===== config.mk =====
export PLATFORM = sky130hd
export DESIGN_NAME = mem_wb_skid_stage
export DESIGN_NICKNAME = d
export VERILOG_FILES = /design/src/rtl/mem_wb_skid_stage.sv
export SDC_FILE = /design/constraint.sdc
export NUM_CORES = 1
export LEC_CHECK = 0
export CORE_MARGIN = 2
export CORE_UTILIZATION = 45
export CTS_CLUSTER_SIZE = 20
export DETAILED_ROUTE_END_ITERATION = 10
export PLACE_DENSITY = 0.78
export SETUP_SLACK_MARGIN = 0.5
export SLEW_MARGIN = 5
export SYNTH_ARGS = -nofsm -noshare
export SYNTH_HDL_FRONTEND = slang
export SYNTH_SLANG_ARGS = --single-unit

===== constraint.sdc =====
create_clock -name clk -period 1.6 [get_ports clk]
set_input_delay 0.16 -clock clk [delete_from_list [all_inputs] [get_ports clk]]
set_output_delay 0.16 -clock clk [all_outputs]
set_load 0.05 [all_outputs]

===== src/rtl/mem_wb_skid_stage.sv =====
// MEM->WB pipeline stage: valid/ready handshake, 2-entry skid buffer, synchronous flush.
// Optional performance counters are enabled by defining MEM_WB_PERF_CNT_EN.
module mem_wb_skid_stage #(
  parameter int PAYLOAD_W = 128,
  parameter int RD_W      = 5,
  parameter int ID_W      = 6,
  parameter int CNT_W     = 32
) (
  input  logic                 clk,
  input  logic                 rst,
  input  logic                 flush,
  input  logic                 in_valid,
  output logic                 in_ready,
  input  logic [PAYLOAD_W-1:0] in_payload,
  input  logic [RD_W-1:0]      in_rd_addr,
  input  logic                 in_rd_valid,
  input  logic [ID_W-1:0]      in_instr_id,
  output logic                 out_valid,
  input  logic                 out_ready,
  output logic [PAYLOAD_W-1:0] out_payload,
  output logic [RD_W-1:0]      out_rd_addr,
  output logic                 out_rd_valid,
  output logic [ID_W-1:0]      out_instr_id,
  output logic [1:0]           occupancy,
  output logic [CNT_W-1:0]     stall_cycles,
  output logic [CNT_W-1:0]     bubble_cycles
);

  logic                 main_valid;
  logic [PAYLOAD_W-1:0] main_payload;
  logic [RD_W-1:0]      main_rd_addr;
  logic                 main_rd_valid;
  logic [ID_W-1:0]      main_instr_id;

  logic                 skid_valid;
  logic [PAYLOAD_W-1:0] skid_payload;
  logic [RD_W-1:0]      skid_rd_addr;
  logic                 skid_rd_valid;
  logic [ID_W-1:0]      skid_instr_id;

  logic acc;
  logic main_advance;

  // in_ready comes only from the skid flop, so WB back-pressure never reaches MEM combinationally.
  assign in_ready     = ~skid_valid;
  assign acc          = in_valid & in_ready;
  assign main_advance = ~main_valid | out_ready;

  assign out_valid    = main_valid;
  assign out_payload  = main_payload;
  assign out_rd_addr  = main_rd_addr;
  assign out_rd_valid = main_rd_valid & main_valid;
  assign out_instr_id = main_instr_id;
  assign occupancy    = {1'b0, main_valid} + {1'b0, skid_valid};

  always_ff @(posedge clk) begin
    if (rst) begin
      main_valid    <= 1'b0;
      main_payload  <= '0;
      main_rd_addr  <= '0;
      main_rd_valid <= 1'b0;
      main_instr_id <= '0;
      skid_valid    <= 1'b0;
      skid_payload  <= '0;
      skid_rd_addr  <= '0;
      skid_rd_valid <= 1'b0;
      skid_instr_id <= '0;
    end else if (flush) begin
      main_valid <= 1'b0;
      skid_valid <= 1'b0;
    end else if (main_advance) begin
      // The skid entry is older than anything on the input, so it drains first.
      if (skid_valid) begin
        main_valid    <= 1'b1;
        main_payload  <= skid_payload;
        main_rd_addr  <= skid_rd_addr;
        main_rd_valid <= skid_rd_valid;
        main_instr_id <= skid_instr_id;
        skid_valid    <= 1'b0;
      end else if (acc) begin
        main_valid    <= 1'b1;
        main_payload  <= in_payload;
        main_rd_addr  <= in_rd_addr;
        main_rd_valid <= in_rd_valid;
        main_instr_id <= in_instr_id;
      end else begin
        main_valid <= 1'b0;
      end
    end else if (acc) begin
      skid_valid    <= 1'b1;
      skid_payload  <= in_payload;
      skid_rd_addr  <= in_rd_addr;
      skid_rd_valid <= in_rd_valid;
      skid_instr_id <= in_instr_id;
    end
  end

`ifdef MEM_WB_PERF_CNT_EN
  localparam logic [CNT_W-1:0] CNT_ONE = {{(CNT_W-1){1'b0}}, 1'b1};

  logic [CNT_W-1:0] stall_q;
  logic [CNT_W-1:0] bubble_q;

  // Counters look at pre-flush state and survive flush; only rst clears them.
  always_ff @(posedge clk) begin
    if (rst) begin
      stall_q  <= '0;
      bubble_q <= '0;
    end else begin
      if (main_valid && !out_ready && (stall_q != '1)) begin
        stall_q <= stall_q + CNT_ONE;
      end
      if (!main_valid && out_ready && (bubble_q != '1)) begin
        bubble_q <= bubble_q + CNT_ONE;
      end
    end
  end

  assign stall_cycles  = stall_q;
  assign bubble_cycles = bubble_q;
`else
  assign stall_cycles  = '0;
  assign bubble_cycles = '0;
`endif

endmodule


### Yosys cells after proc, flatten, opt, wreduce, memory -nomap -nowiden

Index checks and enable logic that the tools add are counted.

* bitwise logic cells: 7
* add/sub/neg operators: 1
* muxes and demuxes: 10
* reductions and logical operators: 5

Operator list (number)
* 128-bit two-way mux: 2
* 6-bit two-way mux: 2
* 5-bit two-way mux: 2
* 3-bit AND reduction: 2
* 1-bit two-way mux: 4
* 1-bit NOT: 4
* 3-bit OR reduction: 1
* 1-bit by 1-bit adder with 2-bit output: 1
* 1-bit AND: 2
* 2-bit nonzero test: 1
* 2-bit OR reduction: 1
* 1-bit bitwise OR: 1

* word-level logic and storage cells: 33
* register bits after elaboration: 282
* input bits: 145

### Logic depth before layout (Yosys ltp)

* depth in word-level cells: 4
* mapped depth: 8

### Worst setup path before layout

No wires, ideal clock.

* path type: flip-flop to flip-flop
* start point: reg main_valid, in the netlist out_valid
* end point: reg skid_payload[100]
* path slack: -0.263 ns
* arrival: 1.791 ns
* stages on the path, launching flop included: 8
* required time: 1.528 ns
* path buffers: 4
* cells stage by stage: dfxtp_1 nand2b_1 buf_2 nor4b_1 buf_2 buf_4 buf_6 mux2i_1

* word-level cells in the longest chain between the ends: 4

Ends and longest elaborated chain
* start, declared: RTL line 29 `logic main_valid;`
* start signal, assigned: RTL line 58 `main_valid <= 1'b0;`
* start signal, assigned: RTL line 69 `main_valid <= 1'b0;`
* start signal, assigned: RTL line 74 `main_valid <= 1'b1;`
* 1-bit NOT: RTL line 47 `assign main_advance = ~main_valid | out_ready;`
* 1-bit bitwise OR: RTL line 47
* 1-bit NOT (no source line)
* 3-bit AND reduction (no source line)
* end signal, assigned: RTL line 91 `skid_payload <= in_payload;`
* end, declared: RTL line 36 `logic [PAYLOAD_W-1:0] skid_payload;`

No other way between the ends.
A chain may end at the register's enable or synchronous reset.

### Final worst setup path

* start point: reg skid_valid
* end point: reg skid_payload[6]

* word-level cells in the longest chain between the ends: 3

Ends and longest elaborated chain
* start, declared: RTL line 35 `logic skid_valid;`
* start signal, assigned: RTL line 63 `skid_valid <= 1'b0;`
* start signal, assigned: RTL line 70 `skid_valid <= 1'b0;`
* start signal, assigned: RTL line 79 `skid_valid <= 1'b0;`
* 1-bit NOT: RTL line 45 `assign in_ready = ~skid_valid;`
* 1-bit AND: RTL line 46 `assign acc = in_valid & in_ready;`
* 3-bit AND reduction (no source line)

No other way between the ends.

==> flow_summary_export.csv <==
group,metric,value,unit
synth,synthArstFlopShare,0,%
timing,setup_viol,45,
drt,num_vias,11450,
cts,cts-root-buf,"clkbuf_16",
drt,viasPerCell,5.436,
global_route,grt-ovfl-total,0,
worst_setup_path,critPathLaunchType,"flip-flop",
placement,placement.io_buffers,288,
worst_setup_path,critPathMaxFanout,7,
timing,tns,-0.5733,ns
timing,drv_slew,0,
timing,finalCriticalPeriod,1.645,ns
power_and_ir_drop,vdd_ir_drop_max,0.001021,V
synth,synth_cell_types,18,
cts,cts_tree,"yes",
drt,drc,0,
timing,finalCritPeriodShare,102.8,%
drt,drtIter0Drc,699,
run,cap_violations,0,
cts,htree_num_levels,1,
cells_and_area,fin_cells,2106,
cts,clockBufferDepth,3,
floorplan,num_io_pins,353,
placement,dp.final_hpwl,23170,um
global_route,track_usage,22.26,%
drt,topRoutingLayerUsed,"met5",
run_status,violations,"negative setup slack",
drt,wl_met2,23330,um
synth,ys_seq_area_share,41.26,%
floorplan,core,0.02980,mm2
timing,hold_viol_final,0,
timing,hold_slack,0.03591,ns
synth,syn-instance-count,1324,
floorplan,initial_core_util,45.92,%
cts,clkLatencyLatePin,0.55,ns
cts,postCtsHoldBufs,0,
cts,cts.sinks,282,
cells_and_area,fin_nets,1846,
floorplan,row_count,63,
synth,synth_area_per_cell,10.33,um2
synth,synth_edf_count,0,
timing,skew,0.01364,ns
timing,fmax,607.8,MHz
synth,mappedNetlistArea,0.01368,mm2
worst_setup_path,worstPathRequired,2.06,ns
global_route,grt_max_degree,61,
cells_and_area,syn_to_final_growth,55.82,%
drt,met1Wirelength,18380,um
cts,clk_pin_slew,0.06,ns
run_status,status,"finished, violations left",
drt,wl_met3,3254,um
synth,synth_warnings,0,
drt,avgRoutedWirePerCell,21.85,um
floorplan,dieWidth,178.4,um
power_and_ir_drop,power,18.33,mW
global_route,grt_pass1_vias,10570,
synth,ys_seq_elements,282,
cells_and_area,layout-drive-gt1-share,39.63,%
timing,worst_slack,-0.04533,ns
worst_setup_path,crit_type,"flip-flop to flip-flop",
drt,antenna_left,0,
power_and_ir_drop,power_leakage,7.585,nW
global_route,grt_pass1_wl,57130,um
worst_setup_path,critPathCaptureType,"flip-flop",
floorplan,fp.dieH,178.4,um
cells_and_area,utilization,71.56,%
cts,cts_buffers,29,
timing,rsz0062_at_grt,"true",
power_and_ir_drop,p_per_area,859.8,mW/mm2
placement,place.gp.congestion,0.8020,
hold_path,hp-class,"input port to flip-flop",
floorplan,dieArea,0.03182,mm2
worst_setup_path,worstPathArrival,2.10,ns
drt,wl,46010,um
placement,dp.cells,1938,
cells_and_area,diodes,0,
drt,first_pass_iters,5,
synth,synthFlopType,"dfxtp_1",
global_route,antenna_found_initial,5,
-- worst paths after layout --
check                                  startpoint                 to  slack (ns)  cells after the start
worst max-delay path                   skid_valid    skid_payload[6]       -0.05                      7
worst min-delay path                          rst     out_payload[2]        0.04                      2
worst max register to register         skid_valid    skid_payload[6]       -0.05                      7
worst min register to register  skid_payload[109]  skid_payload[109]        0.47                      2
-- layout make-up --
cell class | count | area [um2]
well taps | 390 | 488.0
multi-input cells | 914 | 7777
flip-flops and latches | 282 | 5853
inverters | 1 | 8.758
fillers | 1855 | 8474
clock inverters | 3 | 15.01
repair buffers | 472 | 6337
clock buffers | 44 | 842.1
-- metrics by stage --
step                      setup slack [ns]  area [um2]
after floorplan                    0.05957       14340
after global placement             -0.1726       16870
after detailed placement           -0.2366       16870
after CTS                         -0.01042       18640
after global routing              -0.08233       21320
final                             -0.04533       21320
-- Yosys cell counts, drive strengths merged, types with 2 or more instances --
master | n | share of area (%)
buf | 109 | 6.2
a211oi | 141 | 11
dfxtp | 282 | 41
nand2b | 281 | 13
a21oi | 140 | 5.1
and2 | 2 | 0.091
mux2i | 280 | 20
clkbuf | 82 | 2.2
-- metal layers --
layer,GRT usage [%],up-vias
li1,-,5259
met1,28.43,5635
met2,38.29,463
met3,5.435,84
met4,4.234,8
met5,0,-
-- registers in the layout (all words and copies together), names as in the netlist --
register	count
skid_instr_id	6
out_payload	128
skid_valid	1
skid_rd_valid	1
skid_rd_addr	5
main_rd_valid	1
out_instr_id	6
skid_payload	128
out_valid	1
out_rd_addr	5
-- where the power goes --
group | internal (mW) | switching (mW)
clock network | 3.57 | 2.81
logic | 1.91 | 2.46
registers | 7.32 | 0.260
-- placed cells by master, fill, tap and decap left out, drive strengths merged --
| cell type | instances |
|---|---|
| buf | 302 |
| dfxtp | 282 |
| nand2b | 281 |
| mux2i | 280 |
| clkdlybuf4s50 | 143 |
| a211oi | 141 |
| a21oi | 140 |
| clkbuf | 71 |
| conb | 64 |
| clkinv | 4 |
| and2 | 3 |
| o21ba | 1 |
| nor4b | 1 |
| nor2 | 1 |
| nor4 | 1 |
| ha | 1 |
-- what timing repair did --
item / 4_1_cts / 5_1_grt
gates resized for setup: 82 / 468
setup endpoints to repair: 426 / 426
pin swaps: 4 / 50
cloned: 16 / 32
setup buffers: 18 / 55
-- cell families (layout without fill, tap and decap cells) --
| logic type | count (synthesis) | count (layout) | share of synthesized area, % |
|---|---|---|---|
| simple gates | 286 | 287 | 13.08 |
| fa+ha+maj | 1 | 1 | 0.09143 |
| compound gates | 282 | 282 | 16.59 |
| mux | 280 | 280 | 20.48 |
| buf+inv | 192 | 520 | 8.477 |
| flops | 282 | 282 | 41.26 |
| other cells | 1 | 64 | 0.02741 |
-- critical path, stage by stage, from the launching register on --
cell     delay (ns)
dfxtp_4        0.37
buf_6          0.12
nor4b_4        0.22
buf_6          0.19
buf_12         0.15
buf_8          0.11
buf_16         0.14
mux2i_1        0.24
Note: power is estimated with default switching activity, not from simulation.
